<file path="config.mk">
export PLATFORM = sky130hd
export DESIGN_NAME = wr_logic_param
export DESIGN_NICKNAME = d
export VERILOG_FILES = /design/src/rtl/wr_logic_param.sv
export SDC_FILE = /design/constraint.sdc
export NUM_CORES = 1
export LEC_CHECK = 0
export CORE_UTILIZATION = 42
export DETAILED_ROUTE_END_ITERATION = 10
export PLACE_DENSITY = 0.74
export SYNTH_ARGS = -nofsm -noshare
export SYNTH_HDL_FRONTEND = slang
export SYNTH_SLANG_ARGS = --single-unit
</file>
<file path="constraint.sdc">
create_clock -name wr_clk -period 2.15 [get_ports wr_clk]
set_clock_uncertainty 0.1 [all_clocks]
set_input_delay 0.43 -clock wr_clk [delete_from_list [all_inputs] [get_ports wr_clk]]
set_output_delay 0.43 -clock wr_clk [all_outputs]
set_load 0.005 [all_outputs]
</file>
<file path="src/rtl/wr_logic_param.sv">
// Write-domain pointer and flag block for an asynchronous FIFO: binary/Gray write pointers and registered flags.
// Optional macro WR_SYNC_EN adds a 2-flop synchroniser on the incoming Gray read pointer.
module wr_logic_param #(
    parameter int ADDR_WIDTH = 4,
    parameter int AF_MARGIN  = 2
) (
    input  logic                  wr_clk,
    input  logic                  wr_rst_n,
    input  logic                  wr_en,
    input  logic                  clear_ovf,
    input  logic [ADDR_WIDTH:0]   wq2_ptr,
    output logic [ADDR_WIDTH-1:0] wr_ptr,
    output logic [ADDR_WIDTH:0]   wr_ptr_gray,
    output logic                  full,
    output logic                  almost_full,
    output logic [ADDR_WIDTH:0]   wr_level,
    output logic                  wr_ack,
    output logic                  overflow
);

    localparam int            PW        = ADDR_WIDTH + 1;
    localparam int            DEPTH     = 1 << ADDR_WIDTH;
    localparam logic [PW-1:0] AF_THRESH = PW'(DEPTH - AF_MARGIN);

    function automatic logic [PW-1:0] bin2gray(input logic [PW-1:0] b);
        return b ^ (b >> 1);
    endfunction

    // Prefix XOR from the MSB down recovers the binary pointer.
    function automatic logic [PW-1:0] gray2bin(input logic [PW-1:0] g);
        logic [PW-1:0] b;
        b[PW-1] = g[PW-1];
        for (int i = PW - 2; i >= 0; i--) begin
            b[i] = b[i+1] ^ g[i];
        end
        return b;
    endfunction

    logic [PW-1:0] wbin_q,  wbin_d;
    logic [PW-1:0] wgray_q, wgray_d;
    logic [PW-1:0] level_q, level_d;
    logic          full_q,  full_d;
    logic          af_q,    af_d;
    logic          ack_q,   ack_d;
    logic          ovf_q,   ovf_d;
    logic          accept;
    logic [PW-1:0] rq;
    logic [PW-1:0] rbin;

`ifdef WR_SYNC_EN
    logic [PW-1:0] rq_meta_q;
    logic [PW-1:0] rq_sync_q;

    always_ff @(posedge wr_clk or negedge wr_rst_n) begin
        if (!wr_rst_n) begin
            rq_meta_q <= '0;
            rq_sync_q <= '0;
        end else begin
            rq_meta_q <= wq2_ptr;
            rq_sync_q <= rq_meta_q;
        end
    end

    assign rq = rq_sync_q;
`else
    assign rq = wq2_ptr;
`endif

    always_comb begin
        accept  = wr_en & ~full_q;
        wbin_d  = wbin_q + {{(PW-1){1'b0}}, accept};
        wgray_d = bin2gray(wbin_d);
        rbin    = gray2bin(rq);
        level_d = wbin_d - rbin;
        // Full when the next write pointer is exactly one lap ahead of the read pointer.
        full_d  = (wgray_d == {~rq[PW-1:PW-2], rq[PW-3:0]});
        af_d    = (level_d >= AF_THRESH);
        ack_d   = accept;
        // A write attempt while full sets the flag even when a clear arrives on the same edge.
        ovf_d   = (ovf_q & ~clear_ovf) | (wr_en & full_q);
    end

    always_ff @(posedge wr_clk or negedge wr_rst_n) begin
        if (!wr_rst_n) begin
            wbin_q  <= '0;
            wgray_q <= '0;
            level_q <= '0;
            full_q  <= 1'b0;
            af_q    <= 1'b0;
            ack_q   <= 1'b0;
            ovf_q   <= 1'b0;
        end else begin
            wbin_q  <= wbin_d;
            wgray_q <= wgray_d;
            level_q <= level_d;
            full_q  <= full_d;
            af_q    <= af_d;
            ack_q   <= ack_d;
            ovf_q   <= ovf_d;
        end
    end

    assign wr_ptr      = wbin_q[ADDR_WIDTH-1:0];
    assign wr_ptr_gray = wgray_q;
    assign full        = full_q;
    assign almost_full = af_q;
    assign wr_level    = level_q;
    assign wr_ack      = ack_q;
    assign overflow    = ovf_q;

endmodule

</file>
==> flow_summary.yaml <==
finish:
  regArea_sq_um: 450.4
  stdcell_count: 170
  drive_gt1_share_pct: 45.07
  multi_input_area_sq_um: 676.9
  final_area_sq_um: 1728
  n_fill_cell: 146
  fin_util_pct: 78.11
  final_nets: 159
  area_delta_synth_final_pct: 73.93
  diodes: 0
detailed_routing:
  wl_met1_um: 955
  dr.max_layer_used: "met4"
  wl_met2_um: 1169
  num_vias: 790
  dr_wl_met3_um: 61
  via_per_inst: 4.647
  antenna_left: 0
  remaining_drc_errors: 0
  firstDrtPassIters: 3
  finalWirelength_um: 2236
  post_drt_wl_per_cell_um: 13.15
  drtIter0Drc: 7
critical_path:
  r2r-start: "full"
  crit_top_cell: "xor2_2"
  crit_start: "wq2_ptr[4]"
  crit_chain: "buf_8 -> xnor2_4 -> xor2_2 -> xor2_2 -> xnor2_2 -> ha_4 -> fa_2 -> nand2b_4 -> a21boi_2 -> or3_4 -> o311ai_4"
  r2r-end: "almost_full"
  r2r_cells: 9
  slowest_stage: "fa_2"
  cp_num_buf_inv: 1
  crit_type: "in2reg"
  endpoint_kind: "flip-flop"
  arrival_ns: 2.37
  path_max_fanout: 2
  crit_family: "XOR/XNOR gates"
  cpPeakStageDelay_ns: 0.37
  cp.required_ns: 2.22
  startpoint_type: "input pin"
  reg2reg_slack_ns: -0.09
clock_network:
  clkTransAtPathRegs_ns: 0.10
  cts_max_level: 1
  cts_root_buf: "clkbuf_4"
  cts-buffers-inserted: 3
  cts_buffer_depth: 2
  cts_tree: "built"
  clkLatencyLatePin_ns: 0.30
  cts.sinks: 18
  cts_hold_buf: 0
grt:
  grt_pass1_vias: 816
  grt_start_max_net_pins: 19
  antenna_found_initial: 0
  gr-total-overflow: 0
  grt_pass1_wl_um: 3553
  grtUsageTotal_pct: 19.61
floorplanning:
  fp.dieW_um: 50.64
  ios: 27
  coreArea_sq_um: 2212
  rows: 17
  dieHeight_um: 50.64
  initial_core_util_pct: 44.91
  die-area_sq_um: 2564
synthesis:
  synth_area_leaders: "dfrtp_1, xnor2_1, ha_1"
  seq_area_frac_synth_pct: 45.34
  synth_top_area_share_pct: 45.34
  synth-edff-count: 0
  syn_avg_cell_area_sq_um: 11.97
  ys_seq_elements: 18
  synthArstFlopShare_pct: 100.0
  yosysWarnings: 0
  syn_inst: 83
  synth_cell_types: 30
  syn_area_sq_um: 993.5
  synthFlopType: "dfrtp_1"
  synth.net_count: 99
  yosys.area.top_type: "dfrtp_1"
run:
  max_cap_viol_count: 0
placed_design:
  port_buffers: 26
  dp.cells: 162
  gp_congestion: 0.8044
  placed_area_sq_um: 1533
  dpl.hpwl_um: 1518
run_status:
  status: "finished with violations"
  violations: "setup timing"
timing:
  rsz0062_at_grt: "yes"
  hold_viol: 0
  fmaxAchievable_mhz: 434.2
  worst_pin_slew_ns: 0.3702
  fin_crit_ns: 2.303
  setup_viol: 3
  finalCritPeriodShare_pct: 107.1
  worst_slack_ns: -0.1532
  timing.setup.tns_ns: -0.3519
  finalMaxSlewViolations: 0
  slew_headroom_pct: 75.32
power:
  leakage_uw: 0.0007782
  power_density_nw_per_um2: 1825
  finalPower_uw: 3153
  ir_worst_vdd_mv: 1.502
min_path:
  holdCritPathClass: "in2async"
worst register-to-register path: stages, from the launching register on:
cell	delay (ns)
dfrtp_1	0.42
nor2b_4	0.16
ha_2	0.30
inv_1	0.10
ha_4	0.15
fa_2	0.23
nand2b_4	0.13
a21boi_2	0.05
or3_4	0.41
o311ai_4	0.09
stage by stage:
step / worst slack (ns) / hold slack (ns)
4_1_cts: -0.1588 / 0.3509
2_1_floorplan: -0.2159 / 0.03441
3_3_place_gp: -0.7970 / 0.3532
3_5_place_dp: -0.9237 / 0.3637
5_1_grt: -0.2287 / 0.3773
6_report: -0.1532 / 0.3442
cell usage in the layout (no fill, tap or decap), types with 3 or more instances in the layout:
master	count
buf_4	31
clkbuf_4	3
clkdlybuf4s50_1	21
dfrtp_1	18
dlygate4sd2_1	3
ha_4	3
inv_1	6
nand2_1	4
xnor2_1	9
xnor2_2	4
xor2_2	3
cells in the mapped netlist, types with 2 or more instances:
cell type / n
dfrtp_1: 18
a21boi_0: 2
nor2b_1: 3
xor2_1: 4
ha_1: 6
xnor2_1: 13
nand2_1: 4
o21ai_0: 3
nand2b_1: 2
inv_1: 8
repair_timing:
| item | in CTS | in global routing |
|---|---|---|
| pin swaps | 11 | 14 |
| gates resized for setup | 30 | 11 |
| setup endpoints to repair | 6 | 6 |
| setup buffers | 3 | 5 |
final cells by class:
class | instances | area share [%]
clock buffer | 4 | 2.100
inverter | 8 | 1.738
multi-input combinational | 55 | 39.17
sequential | 18 | 26.07
tap | 28 | 2.028
timing repair buffer | 57 | 28.89
kinds of logic (layout without fill, tap and decap cells):
logic type | after synthesis | in the layout | share of synthesized area (%)
xor+xnor | 21 | 21 | 22.92
flops | 18 | 18 | 45.34
simple gates | 17 | 17 | 10.83
compound gates | 10 | 10 | 7.304
buf+inv | 10 | 69 | 4.029
fa+ha+maj | 7 | 7 | 9.572
layer usage:
layer | track usage (%) | vias up
met5 | 0 | -
met4 | 11.57 | 0
met3 | 2.121 | 5
met2 | 32.44 | 21
met1 | 24.61 | 373
li1 | - | 391
state kept, by name, indices dropped and copies added (netlist names):
register,flops
overflow,1
almost_full,1
wr_ack,1
wr_ptr_gray,4
wbin_q,5
full,1
wr_level,5
where the power goes:
| group | total, uW | internal [uW] | switching, uW |
|---|---|---|---|
| Combinational | 2280 | 1390 | 890 |
| Sequential | 663 | 521 | 142 |
| Clock | 209 | 103 | 106 |
how the worst max path moves through the flow:
stage,cells after the start,slack (ns),end
global route,11,-0.23,almost_full
global placement,11,-0.80,almost_full
finish,11,-0.15,almost_full
detailed placement,11,-0.92,almost_full
CTS,11,-0.16,almost_full
floorplan,10,-0.22,almost_full
Note: power is estimated with default switching activity, not from simulation.
==> RTL edit 1: new RTL, same settings <==
Add a define of `WR_SYNC_EN`.
--- a/src/rtl/wr_logic_param.sv
+++ b/src/rtl/wr_logic_param.sv
@@ -1,5 +1,7 @@
 // Write-domain pointer and flag block for an asynchronous FIFO: binary/Gray write pointers and registered flags.
 // Optional macro WR_SYNC_EN adds a 2-flop synchroniser on the incoming Gray read pointer.
+`define WR_SYNC_EN
+
 module wr_logic_param #(
     parameter int ADDR_WIDTH = 4,
     parameter int AF_MARGIN  = 2
Check against the original RTL: not equivalent (Yosys sat finds a counterexample within 4 cycles, from zero or initial values and one cycle with wr_rst_n low).
==> RTL edit 1 against the unedited design <==
The flow still finishes with violations (negative setup slack); count of clock-buffer cells in the layout down 1; design area grew 10%; synthesized cell count increased by 12%; routed wire length up 6.7%; sequential cell count rose by 10; power decreased by 0.53%; worst setup slack got worse by 180 ps; first-iteration DRC count is 71% higher; synthesized area increased by 25%; largest cell class is now sequential cells.
==> RTL edit 1: results (changes against the unedited design) <==
* Status: finished, violations left
* Failing checks: negative setup slack
* Syn avg cell area at 13.4 um^2 (+12%)
* Final worst slack at -332 ps (-179 ps)
* Crit path DAT at 2610 ps (+240 ps)
* Clock-pin slew on the worst setup and hold paths at 140 ps (+40 ps)
* Synth warn at 0 (unchanged)
* Layout cell share with drive strength beyond 1 at 39.5% (-5.6 points)
* Largest net degree at the start of global routing at 29 (+10)
* Met3 WL at 64 um (+4.9%)
* H-tree levels at 1 (unchanged)
* 1st-iter DRT viols at 12 (+5)
* Adder-Cell Fraction of Synth Area at 7.65% (-1.9 points)
* Worst path slowest cell: dfrtp_1
* Final Net Count at 170 (+6.9%)
* Met2 WL at 1.25 mm (+7.1%)
* Xor/xnor share of the synthesized area at 18.3% (-4.6 points)
* Non-Filler Instances at 183 (+7.6%)
* Kind of cell adding the most delay to the critical path: XOR/XNOR gates
* Vias in the first global route at 932 (+14%)
* Global-route wire length before repair at 4.08 mm (+15%)
* Relative slew margins at 76.6% (+1.3 points)
* Crit-path max cell delay at 430 ps (+60 ps)
* Worst Path Max Fanout at 2 (unchanged)
* Most common library cells after synthesis: 28 x dfrtp_1, 13 x xnor2_1, 8 x inv_1, 6 x ha_1
* DRT met1 WL at 1.05 mm (+10%)
* Sequential area share after synthesis at 56.3% (+11 points)
* Clock latency on the worst-skew pair at 320 ps (+20 ps)
* Dpl hpwl at 1.72 mm (+13%)
* Compound-cell area share of the yosys netlist at 5.84% (-1.5 points)
* Share of flip-flops with an asynchronous set or reset at 100% (unchanged)
* GP Congestion at 0.784 (-2.5%)
* Setup TNS at -802 ps (-450 ps)
* Vias per cell at 4.77 (+2.7%)
* Mapped Nets at 109 (+10%)
* Setup Slack @ Placement at -788 ps (+136 ps)
* Post-DR wirelength/cell at 13.0 um (-0.91%)
* CTS Buf Count at 3 (unchanged)
* Peak supply drop at 1.18 mV (-22%)
* Hold WC Path Type: reg -> reg
* Synth top area cells: dfrtp_1 56%, xnor2_1 9.2%, ha_1 6.0%, xor2_1 2.8%, inv_1 2.4%
* Uppermost layer routed: met4
* Initial antenna violation count at 0 (unchanged)
* Final setup viols at 4 (+1)
* GRT Util Overall at 17.0% (-2.6 points)
* Antenna Cells at 0 (unchanged)
* Leakage at 0.868 nW (+12%)
* Switching Share at 34.5% (-1.5 points)
* Bufs on Longest Clock Path at 2 (unchanged)
* Area post-placement at 1740 um^2 (+13%)
## RTL edit 1: cell count changes in the layout (fill, tap and decap cells not counted), moves of 2 or more
| cell | change |
|---|---|
| dfrtp_1 | +10 |
| buf_8 | -2 |
| clkdlybuf4s50_1 | +4 |
| dlygate4sd2_1 | -2 |
## RTL edit 1: cell families after synthesis
group	count (synthesis)
flip-flops	28
AND/OR/NAND/NOR	17
buffers and inverters	10
AO/OA/AOI/OAI	10
XOR/XNOR	21
adder cells (fa/ha/maj)	7
## RTL edit 1: area by class of cell
cell class	instances	area (um^2)
fill	197	873
sequential	28	701
multi-input combinational	55	617
timing repair buffer	58	499
tap	31	38.8
inverter	8	30.0
clock buffer	3	22.5
## RTL edit 1: repair_timing
action,4_1_cts,5_1_grt
gates resized for setup,18,2
pin swaps,13,11
buffers inserted,6,3
endpoints found under the setup margin,4,6
## RTL edit 1: final timing paths
path / from / end / slack (ps) / cells past startpoint
min reg2reg: rq_meta_q[3] / rq[3] / 270 / 0
max in group asynchronous: wr_rst_n / wr_ptr_gray[3] / 1320 / 2
max reg2reg: rq[3] / almost_full / -330 / 10
min: rq_meta_q[3] / rq[3] / 270 / 0
max: rq[3] / almost_full / -330 / 10
min in group asynchronous: wr_rst_n / wr_ptr_gray[1] / 370 / 2
## RTL edit 1: power groups by stage
stage	clock [W]	combinational, W	sequential (W)
6_report	0.000203	0.00206	0.000874
5_1_grt	0.000231	0.00225	0.000901
4_1_cts	0.000213	0.00196	0.000877
3_5_place_dp	0	0.00170	0.000874
3_3_place_gp	0	0.00166	0.000860
2_1_floorplan	0	0.000931	0.000838
## RTL edit 1: metal layers
layer  global-route usage (%)  vias to the layer above
met5                        0                        -
met4                     4.18                        0
met3                     4.15                        2
met2                     29.9                       17
met1                     21.1                      435
li1                         -                      419
==> RTL edit 2: new RTL, same settings <==
Made on the original files. Register the output `overflow` once more; this adds one clock of latency there. The other outputs are not delayed to match.
--- a/src/rtl/wr_logic_param.sv
+++ b/src/rtl/wr_logic_param.sv
@@ -106,7 +106,9 @@
     assign almost_full = af_q;
     assign wr_level    = level_q;
     assign wr_ack      = ack_q;
-    assign overflow    = ovf_q;
+    always_ff @(posedge wr_clk) begin
+        overflow <= ovf_q;
+    end
 
 endmodule
 
Function: changed (Yosys sat finds a counterexample within 4 cycles, from zero or initial values and one cycle with wr_rst_n low).
==> RTL edit 2 against the unedited design <==
Worst setup slack improved by 86 ps; highest routed layer unchanged; sequential share of layout area is 1.1 points higher; synthesized area rose by 2.0%; sequential power increased by 3.5%; routed wire length rose by 4.7%; non-clock buffer count is 3 higher; sequential cell count up 1; design area is 0.29% higher; power down 2.6%; the run still ends with negative setup slack left; global-route usage is 0.60 points higher; cell count increased by 2.4%.
==> RTL edit 2: results (changes against the unedited design) <==
* DRC Markers at 0 (unchanged)
* Setup TNS at -129 ps (+222 ps)
* Setup Slack @ Placement at -894 ps (+29.4 ps)
* Leakage at 0.785 nW (+0.82%)
* GP Congestion at 0.784 (-2.6%)
* Crit path DAT at 2330 ps (-40 ps)
* Grt met3 use at 2.68% (+0.56 points)
* Final worst slack at -67.6 ps (+85.6 ps)
* R2R depth at 9 (unchanged)
* Mapped Nets at 100 (+1.0%)
* Layout cell share with drive strength beyond 1 at 43.8% (-1.2 points)
* Status: finished, violations left
* Final setup viols at 2 (-1)
* Hold Path Origin: ovf_q
* Global-route wire length before repair at 3.64 mm (+2.5%)
* Yosys cell types at 31 (+3.3%)
* 1st-iter DRT viols at 10 (+3)
* Sequential power at 0.000686 W (+3.5%)
* Hold WC Path Type: reg -> reg
* Dpl hpwl at 1.63 mm (+7.2%)
* Worst path slowest cell: or3_4
* Routing usage on met2 at 36.8% (+4.4 points)
* NetSw at 0.00110 W (-3.2%)
* Met2 WL at 1.29 mm (+10%)
* DRT met1 WL at 940 um (-1.6%)
* CTS Buf Count at 3 (unchanged)
* Met1 usage at 23.6% (-1.0 points)
* Post-DR wirelength/cell at 13.4 um (+2.2%)
* Crit-path max cell delay at 330 ps (-40 ps)
* Met3 WL at 80 um (+31%)
* Switching Share at 35.8% (-0.25 points)
* Relative slew margins at 80.8% (+5.5 points)
* Peak supply drop at 1.40 mV (-6.8%)
* Final Hold Slack at 282 ps (-61.9 ps)
* Via count at 804 (+1.8%)
* Sequential area share after synthesis at 46.4% (+1.1 points)
* Failing checks: negative setup slack
* Non-Filler Instances at 174 (+2.4%)
* Filler cell count at 133 (-8.9%)
* Final Net Count at 163 (+2.5%)
* GRT Util Overall at 20.2% (+0.60 points)
* DR pass1 iterations at 4 (+1)
* Worst Path Max Fanout at 2 (unchanged)
* Synth top area cells: dfrtp_1 44%, xnor2_1 11%, ha_1 7.4%, xor2_1 3.5%, inv_1 3.0%
* Area post-placement at 1550 um^2 (+1.3%)
* Clk. pwr at 0.000183 W (-12%)
* Clock-pin slew on the worst setup and hold paths at 110 ps
* R2r setup slk at -30 ps (+60 ps)
* Share of flip-flops with an asynchronous set or reset at 94.7% (-5.3 points)
* Initial antenna violation count at 0 (unchanged)
* Most common library cells after synthesis: 18 x dfrtp_1, 13 x xnor2_1, 8 x inv_1, 6 x ha_1
* Syn avg cell area at 12.1 um^2 (+0.80%)
* Vias in the first global route at 840 (+2.9%)
* Port Buffer Count at 26 (unchanged)
* H-tree levels at 1 (unchanged)
* Bufs on Longest Clock Path at 2 (unchanged)
[RTL edit 2: cell types whose count changed in the layout (fill, tap and decap cells not counted), sizes merged]
| cell | before | now |
|---|---|---|
| buf | 33 | 36 |
| dfxtp | 0 | 1 |
[RTL edit 2: worst max-delay path: cells and delay by family]
family,cells,cell delay [ps]
buf+inv,1,100
xor+xnor,4,740
simple gates,2,460
compound gates,2,130
fa+ha+maj,2,460
[RTL edit 2: how the worst max path moves through the flow]
stage,start,end,slack [ps]
after floorplan,wq2_ptr[4],almost_full,-220
after global placement,wq2_ptr[4],almost_full,-800
after detailed placement,wq2_ptr[4],almost_full,-890
after CTS,wq2_ptr[3],almost_full,-120
after global routing,wq2_ptr[4],almost_full,-150
final,wq2_ptr[4],almost_full,-70
[RTL edit 2: repair_timing]
item	CTS	global route
cloned	0	0
gates resized for setup	31	6
pin swaps	11	8
hold buffers	0	0
endpoints found under the setup margin	6	4
buffers inserted	7	0
[RTL edit 2: layout make-up]
type | count | area (um^2) | share of cell area [%]
multi-input combinational | 55 | 649 | 37.5
timing repair buffer | 60 | 522 | 30.1
sequential | 19 | 470 | 27.1
inverter | 8 | 30.0 | 1.73
tap | 28 | 35.0 | 2.02
clock buffer | 4 | 26.3 | 1.52
[RTL edit 2: logic make-up (layout without fill, tap and decap cells)]
| logic type | count (synthesis) | in the layout | synth area share, % |
|---|---|---|---|
| AO/OA/AOI/OAI | 10 | 10 | 7.16 |
| XOR/XNOR | 21 | 21 | 22.5 |
| adder cells (fa/ha/maj) | 7 | 7 | 9.38 |
| buffers and inverters | 10 | 72 | 3.95 |
| flip-flops | 19 | 19 | 46.4 |
| AND/OR/NAND/NOR | 17 | 17 | 10.6 |
